File: config.mk
export PLATFORM = sky130hd
export DESIGN_NAME = piece_sequencer
export DESIGN_NICKNAME = d
export VERILOG_FILES = /design/src/rtl/piece_sequencer.sv
export SDC_FILE = /design/constraint.sdc
export NUM_CORES = 1
export LEC_CHECK = 0
export BUFFER_PORTS_ARGS = -buffer_cell sky130_fd_sc_hd__buf_4
export CAP_MARGIN = 20
export CORE_ASPECT_RATIO = 0.8
export CORE_MARGIN = 2
export CORE_UTILIZATION = 30
export CTS_CLUSTER_SIZE = 20
export DETAILED_ROUTE_END_ITERATION = 6
export REMOVE_ABC_BUFFERS = 1
export SLEW_MARGIN = 5
export SYNTH_ARGS = -nofsm -noshare
export SYNTH_HDL_FRONTEND = slang
export SYNTH_SLANG_ARGS = --single-unit
export TNS_END_PERCENT = 1
File: constraint.sdc
create_clock -name frame_clk -period 6.6 [get_ports frame_clk]
set_input_delay 0.33 -clock frame_clk [delete_from_list [all_inputs] [get_ports frame_clk]]
set_output_delay 0.33 -clock frame_clk [all_outputs]
set_load 0.03 [all_outputs]
File: src/rtl/piece_sequencer.sv
// piece_sequencer: game-flow controller for a falling-block game.
// It spawns pieces, paces gravity from the current level, hands finished pieces
// to the line-clear engine, counts cleared lines into levels and detects game over.
// Optional feature: define LOCK_DELAY_EN to add a lock-delay state (LOCK) between
// landing and clearing; without it a landed piece goes straight to CLEAR.
module piece_sequencer #(
    parameter int GRAVITY_INIT    = 48,
    parameter int GRAVITY_DEC     = 4,
    parameter int GRAVITY_MIN     = 4,
    parameter int LINES_PER_LEVEL = 10,
    parameter int LOCK_FRAMES     = 30
) (
    input  logic       frame_clk,
    input  logic       Reset,
    input  logic       start,
    input  logic       fell,
    input  logic       spawn_blocked,
    input  logic       clear_done,
    input  logic [2:0] lines_cleared,
    output logic       spawn,
    output logic [2:0] piece_type,
    output logic       drop_step,
    output logic       clear_req,
    output logic       game_over,
    output logic [3:0] level
);

    // One width shared by every frame counter so it fits the longest count.
    localparam int FRAME_MAX = (GRAVITY_INIT > GRAVITY_MIN)
                             ? ((GRAVITY_INIT > LOCK_FRAMES) ? GRAVITY_INIT : LOCK_FRAMES)
                             : ((GRAVITY_MIN  > LOCK_FRAMES) ? GRAVITY_MIN  : LOCK_FRAMES);
    localparam int CW = $clog2(FRAME_MAX + 1);
    // Accumulator never exceeds LINES_PER_LEVEL-1+4 before the level wrap.
    localparam int AW = $clog2(LINES_PER_LEVEL + 5);

    typedef enum logic [2:0] {
        S_IDLE  = 3'd0,
        S_SPAWN = 3'd1,
        S_FALL  = 3'd2,
`ifdef LOCK_DELAY_EN
        S_LOCK  = 3'd3,
`endif
        S_CLEAR = 3'd4,
        S_OVER  = 3'd5
    } state_t;

    state_t          state_r, state_s;
    logic [CW-1:0]   grav_cnt_r, grav_cnt_s;
    logic [AW-1:0]   acc_r, acc_s;
    logic [3:0]      level_r, level_s;
    logic [2:0]      piece_r, piece_s;
    logic [6:0]      lfsr_r;
`ifdef LOCK_DELAY_EN
    logic [CW-1:0]   lock_cnt_r, lock_cnt_s;
`endif

    logic [31:0]     dec_s;
    logic [31:0]     period_s;
    logic [CW-1:0]   period_m1_s;
    logic            expired_s;
    logic [2:0]      add_s;
    logic [31:0]     sum_s;

    // Shape code from the LFSR: low field, else middle field, else shape 1.
    function automatic logic [2:0] pick_piece(input logic [6:0] v);
        if (v[2:0] != 3'd0) begin
            return v[2:0];
        end else if (v[5:3] != 3'd0) begin
            return v[5:3];
        end else begin
            return 3'd1;
        end
    endfunction

    // Drop period max(INIT - DEC*level, MIN) evaluated without underflow.
    always_comb begin
        dec_s = 32'(GRAVITY_DEC) * {28'd0, level_r};
        if ((dec_s + 32'(GRAVITY_MIN)) < 32'(GRAVITY_INIT)) begin
            period_s = 32'(GRAVITY_INIT) - dec_s;
        end else begin
            period_s = 32'(GRAVITY_MIN);
        end
        period_m1_s = CW'(period_s - 32'd1);
        // >= rather than == so a period that shrank on a level-up cannot be overshot.
        expired_s   = (grav_cnt_r >= period_m1_s);
        add_s       = (lines_cleared > 3'd4) ? 3'd4 : lines_cleared;
        sum_s       = 32'(acc_r) + 32'(add_s);
    end

    // Next-state and output decode; every target starts from its held value.
    always_comb begin
        state_s    = state_r;
        grav_cnt_s = grav_cnt_r;
        acc_s      = acc_r;
        level_s    = level_r;
        piece_s    = piece_r;
        spawn      = 1'b0;
        drop_step  = 1'b0;
        clear_req  = (state_r == S_CLEAR);
        game_over  = (state_r == S_OVER);
`ifdef LOCK_DELAY_EN
        lock_cnt_s = lock_cnt_r;
`endif
        case (state_r)
            S_IDLE: begin
                if (start) begin
                    state_s = S_SPAWN;
                end else begin
                    state_s = S_IDLE;
                end
            end
            S_SPAWN: begin
                if (spawn_blocked) begin
                    state_s = S_OVER;
                end else begin
                    spawn      = 1'b1;
                    piece_s    = pick_piece(lfsr_r);
                    grav_cnt_s = '0;
                    state_s    = S_FALL;
                end
            end
            S_FALL: begin
                if (fell) begin
`ifdef LOCK_DELAY_EN
                    // The landing frame itself counts as the first lock frame.
                    lock_cnt_s = CW'(1);
                    state_s    = S_LOCK;
`else
                    state_s    = S_CLEAR;
`endif
                end else if (expired_s) begin
                    drop_step  = 1'b1;
                    grav_cnt_s = '0;
                end else begin
                    grav_cnt_s = grav_cnt_r + CW'(1);
                end
            end
`ifdef LOCK_DELAY_EN
            S_LOCK: begin
                if (!fell) begin
                    // Piece slid off its support: resume gravity where it stopped.
                    lock_cnt_s = '0;
                    state_s    = S_FALL;
                end else if (lock_cnt_r >= CW'(LOCK_FRAMES - 1)) begin
                    lock_cnt_s = '0;
                    state_s    = S_CLEAR;
                end else begin
                    lock_cnt_s = lock_cnt_r + CW'(1);
                end
            end
`endif
            S_CLEAR: begin
                if (clear_done) begin
                    if (sum_s >= 32'(LINES_PER_LEVEL)) begin
                        acc_s = AW'(sum_s - 32'(LINES_PER_LEVEL));
                        if (level_r == 4'd15) begin
                            level_s = 4'd15;
                        end else begin
                            level_s = level_r + 4'd1;
                        end
                    end else begin
                        acc_s = AW'(sum_s);
                    end
                    state_s = S_SPAWN;
                end else begin
                    state_s = S_CLEAR;
                end
            end
            S_OVER: begin
                if (start) begin
                    level_s = 4'd0;
                    acc_s   = '0;
                    state_s = S_SPAWN;
                end else begin
                    state_s = S_OVER;
                end
            end
            default: begin
                state_s = S_IDLE;
            end
        endcase
    end

    // State, counters, level and piece registers; LFSR free-runs every frame.
    always_ff @(posedge frame_clk or posedge Reset) begin
        if (Reset) begin
            state_r    <= S_IDLE;
            grav_cnt_r <= '0;
            acc_r      <= '0;
            level_r    <= 4'd0;
            piece_r    <= 3'd0;
            lfsr_r     <= 7'h5A;
`ifdef LOCK_DELAY_EN
            lock_cnt_r <= '0;
`endif
        end else begin
            state_r    <= state_s;
            grav_cnt_r <= grav_cnt_s;
            acc_r      <= acc_s;
            level_r    <= level_s;
            piece_r    <= piece_s;
            lfsr_r     <= {lfsr_r[5:0], lfsr_r[6] ^ lfsr_r[5]};
`ifdef LOCK_DELAY_EN
            lock_cnt_r <= lock_cnt_s;
`endif
        end
    end

    assign piece_type = piece_r;
    assign level      = level_r;

endmodule

Word level (Yosys, flattened, before mapping)
Cells that the tools add are included.
Storage, ports and cells
  logic and storage cells: 66
  input bits: 9
  memory bits (read-only): 0
  register bits after elaboration: 27
  latch bits: 0
  memories: 0
  memory bits (writable): 0
Cells by class
  $add $sub $neg: 7
  mux-type cells: 27
  order comparisons: 4
  multipliers: 0
  divide/modulo/power cells: 0
  reductions and logical operators: 9
  bitwise logic cells: 2
  eq/ne operators: 11
  shift operators: 0
Operator list (count)
  4-bit two-way mux: 6
  6-bit two-way mux: 4
  3-bit two-way mux: 7
  4-bit case mux with 2 select lines: 2
  3-bit case mux with 5 select lines: 1
  6-bit case mux with 2 select lines: 1
  2-bit != test (second input constant): 5
  6-bit by 3-bit adder with 7-bit output (second input constant): 1
  7-bit by 6-bit < comparator with 1-bit output (second input constant): 1
  6-bit by 1-bit adder with 6-bit output (second input constant): 1
  3-bit equality test (second input constant): 2
  6-bit greater-or-equal comparator: 1
  1-bit two-way mux: 6
  3-bit AND reduction: 2
  3-bit nonzero test: 2
  6-bit by 1-bit subtractor with 6-bit output (second input constant): 1
  6-bit subtractor (first input constant): 1
  4-bit by 3-bit adder with 5-bit output: 1
  5-bit by 4-bit greater-or-equal comparator with 1-bit output (second input constant): 1
  4-bit by 1-bit adder with 4-bit output (second input constant): 1
  4-bit equality test (second input constant): 1
  4-bit AND reduction: 1
  2-bit nonzero test: 2
  4-bit subtractor (second input constant): 1
  8 further kinds: 8

Depth between registers and ports, before layout
  depth in word-level cells: 8
  depth in mapped cells: 13

Worst setup path after synthesis
Ideal clock, no wire load.
  kind: register to output
  start point: register level_r[0], in the netlist level[0]
  end point: output port drop_step
  path buffers: 0
  cell stages (with the launch flop): 12
  setup slack: 3519 ps
  arrival time: 2751 ps
  path through: dfrtp_1 -> inv_1 -> ha_1 -> nor2b_1 -> o21ai_0 -> a2bb2oi_1 -> xnor2_1 -> nand2_1 -> ha_1 -> o21a_1 -> a21oi_1 -> nor3_1
Between the ends
  longest elaborated chain between the ends: 8
  elaborated cells between the ends (all ways): 9
RTL lines
  start: declaration: line 50  | logic [3:0] level_r, level_s;
  start signal: assignment: line 200  | level_r <= level_s;
  6-bit by 3-bit adder with 7-bit output: line 78  | if ((dec_s + 32'(GRAVITY_MIN)) < 32'(GRAVITY_INIT)) begin
  7-bit by 6-bit < comparator with 1-bit output: line 78
  6-bit two-way mux (*): line 78
  6-bit by 1-bit subtractor with 6-bit output (*): line 83  | period_m1_s = CW'(period_s - 32'd1);
  6-bit greater-or-equal comparator (*): line 85  | expired_s = (grav_cnt_r >= period_m1_s);
  1-bit two-way mux (*): line 131  | end else if (expired_s) begin
  1-bit two-way mux (*): line 123  | if (fell) begin
  1-bit two-way mux (*): line 104  | case (state_r)
  end: declaration: line 22  | output logic drop_step,
Mark *: on every way between the ends. The rest lies on a longest branch, timed or not.

Final worst setup path
Ends and elaborated chain as after synthesis.

==> impl_metrics.py <==
metrics = {
    "floorplan": {
        "die_x_microns": 87.5,
        "die_area_sq_mm": 0.00620,
        "die_h_microns": 70.8,
        "initial_core_util_pct": 31.0,
        "core_sq_mm": 0.00541,
        "pin_count": 20,
        "rows": 24,
    },
    "power_and_ir_drop": {
        "ir_worst_vdd_v": 0.000131,
        "power.internal_uw": 401,
        "switchingPower_uw": 289,
        "p_sw_share_pct": 41.8,
        "p_leak_uw": 0.000957,
        "pwr-share-clk_pct": 13.9,
        "p_per_area_mw_per_mm2": 352,
        "combPwrFrac_pct": 51.5,
        "seqPwrFrac_pct": 34.5,
    },
    "sta": {
        "max_freq_ghz": 0.323,
        "fin_setup_tns_ns": 0,
        "finalCriticalPeriod_ns": 3.09,
        "relSlewSlack_pct": 61.9,
        "hold_slack_ns": 0.104,
        "finalHoldViolations": 0,
        "finClkSkew_ns": 0.00825,
        "worstMarginPinSlew_ns": 0.571,
        "fin_crit_sh_pct": 46.9,
        "slew_violations": 0,
        "rsz0062_at_grt": "no",
        "setup-violations-final": 0,
    },
    "min_path": {
        "hold_class": "in -> async",
    },
    "setup_path": {
        "r2r_setup_slack_ns": 3.64,
        "critPathMaxFanout": 9,
        "required_ns": 6.27,
        "reg2regPathDepth": 11,
        "critPathArrivalTime_ns": 2.76,
        "startpoint_type": "flip-flop",
        "r2r-start": "level[0]",
        "crit_type": "reg -> out",
        "reg2reg_to": "grav_cnt_r[0]",
        "crit_path_end_kind": "output port",
    },
    "global_route": {
        "grt-ovfl-total": 0,
        "grt_pass1_wl_mm": 5.58,
        "antenna_found_initial": 0,
        "grt_max_degree": 28,
        "grt_usage_pct": 11.1,
        "first_global_vias": 1216,
    },
    "cts": {
        "cts_hold_buffers": 0,
        "cts_resized": 0,
        "root_buffer": "clkbuf_8",
        "worstSkewPairLatency_ns": 0.27,
        "cts.sinks": 27,
        "htree_num_levels": 1,
        "clockBufferDepth": 2,
        "clk_pin_slew_ns": 0.10,
        "postCtsSetupBuffers": 0,
        "numCtsBuffers": 3,
        "cts_tree": "yes",
    },
    "logic_synthesis": {
        "synth_edf_count": 0,
        "ys_warn_count": 0,
        "ys_ff_latch": 27,
        "ys_seq_area_share_pct": 40.7,
        "synth_xor_area_share_pct": 3.59,
        "synth_top_family_by_area": "compound AO/OA/AOI/OAI gates",
        "synth-compound-area-share_pct": 23.5,
        "synthAdderAreaFrac_pct": 10.2,
        "avgSynthCellArea_sq_um": 9.91,
        "ys.flop_type": "dfrtp_1",
        "async_reset_ff_share_pct": 100,
        "ys_types": 48,
        "syn_area_sq_mm": 0.00167,
        "synth.area.mux_share_pct": 2.54,
        "synthesis.instances": 169,
        "synth-simple-area-share_pct": 16.1,
    },
    "route": {
        "wl_per_cell_microns": 12.7,
        "viasPerCell": 5.02,
        "drtIter0Drc": 36,
        "vias": 1280,
        "ant_nets": 0,
        "dr.pass1.iters": 4,
        "wl_mm": 3.23,
        "drc": 0,
    },
    "run": {
        "max_cap_viol_count": 0,
    },
    "place": {
        "hpwl_mm": 2.46,
        "port_buffers": 19,
        "gp_congestion": 0.789,
    },
    "layout": {
        "fin_nets": 213,
        "synthToLayoutAreaGrowth_pct": 17.0,
        "diodes": 0,
        "drive_gt1_share_pct": 20.0,
        "fillers": 554,
    },
    "outcome": {
        "status": "finished clean",
    },
}
==> critical path, cell delays in order, from the launching register on <==
cell	delay [ns]
dfrtp_1	0.48
ha_1	0.32
o21ai_1	0.20
o31ai_1	0.12
inv_1	0.09
nand2_1	0.06
ha_1	0.29
ha_1	0.27
a211o_1	0.29
a21oi_1	0.14
nor3_1	0.07
buf_4	0.17
==> cell usage after synthesis (all sizes together), types with 2 or more instances <==
cell type	instances	area [sq um]
nor2	18	67.6
and2	2	12.5
a21oi	9	45.0
dfrtp	23	576
dfstp	4	105
a32o	2	20.0
mux2i	2	20.0
xnor2	5	51.3
a22o	7	61.3
a21o	9	68.8
mux2	2	22.5
buf	2	12.5
ha	12	150
inv	11	41.3
nand3	3	15.0
a2bb2oi	2	17.5
nand2b	3	18.8
a211oi	3	32.5
o21ai	6	30.0
nor3	4	31.3
nand2	10	37.5
o21a	2	15.0
a31oi	5	31.3
nor2b	6	37.5
==> power by group through the flow <==
| stage | clock [uW] | sequential (uW) | combinational (uW) |
|---|---|---|---|
| global placement | 0 | 242 | 351 |
| finish | 96.2 | 238 | 356 |
| global route | 105 | 245 | 402 |
| CTS | 101 | 239 | 357 |
| floorplan | 0 | 255 | 256 |
| detailed placement | 0 | 242 | 354 |
==> how the worst max path moves through the flow <==
stage	end	slack, ns	start	cells after the start
final	drop_step	3.51	level[0]	11
after global placement	grav_cnt_r[4]	3.61	level[0]	11
after global routing	drop_step	3.26	level[0]	12
after floorplan	drop_step	3.52	level[0]	11
after CTS	drop_step	3.50	level[0]	12
after detailed placement	grav_cnt_r[0]	3.67	level[0]	12
==> cell families (layout without fill, tap and decap cells) <==
group                    count (synthesis)  count (layout)
AO/OA/AOI/OAI                           53              53
AND/OR/NAND/NOR                         52              52
flip-flops                              27              27
buffers and inverters                   14              35
adder cells (fa/ha/maj)                 13              13
XOR/XNOR                                 6               6
multiplexers                             4               4
==> sequential cells by signal, indices dropped and copies added, names as in the netlist <==
signal and flops:
piece_type 3, level 4, state_r 3, lfsr_r 7, grav_cnt_r 6, acc_r 4
==> through the flow <==
stage               instances  instance area, sq um  power, uW  setup slack [ns]  utilization [%]
finish                    255                  1960        690              3.51             36.2
global route              255                  1960        752              3.26             36.2
CTS                       254                  1930        697              3.50             35.7
detailed placement        250                  1880        596              3.67             34.8
global placement          250                  1880        593              3.61             34.8
floorplan                 166                  1660        512              3.52                -
==> cell type report <==
cell class / count / area [sq um] / share of cell area, %
Clock inverter: 1 / 7.51 / 0.383
Sequential cell: 27 / 681 / 34.8
Timing Repair Buffer: 20 / 170 / 8.69
Tap cell: 65 / 81.3 / 4.15
Inverter: 11 / 41.3 / 2.11
Multi-Input combinational cell: 128 / 936 / 47.8
Clock buffer: 3 / 41.3 / 2.11
==> per-layer routing <==
| metal | GRT usage [%] | up-vias | wire length (microns) |
|---|---|---|---|
| met3 | 3.15 | 0 | 131 |
| li1 | - | 652 | - |
| met5 | 0 | - | 0 |
| met1 | 15.9 | 601 | 1750 |
| met2 | 17.3 | 27 | 1350 |
| met4 | 1.54 | 0 | 0 |
==> placed cells by master, fill, tap and decap left out, drive strengths merged, types with 2 or more instances in the layout <==
cell type,Yosys,final
nand2b,3,3
a32o,2,2
dfstp,4,4
o21a,2,2
a22o,7,7
mux2,2,2
a211oi,3,3
xnor2,5,5
a21oi,9,9
nor2,18,18
a31oi,5,5
nand3,3,3
ha,12,12
nand2,10,10
a2bb2oi,2,2
o21ai,6,6
dfrtp,23,23
and2,2,2
a21o,9,9
mux2i,2,2
buf,2,20
inv,11,11
nor2b,6,6
clkbuf,1,3
nor3,4,4
No activity file was read; power rests on OpenSTA's default activity.
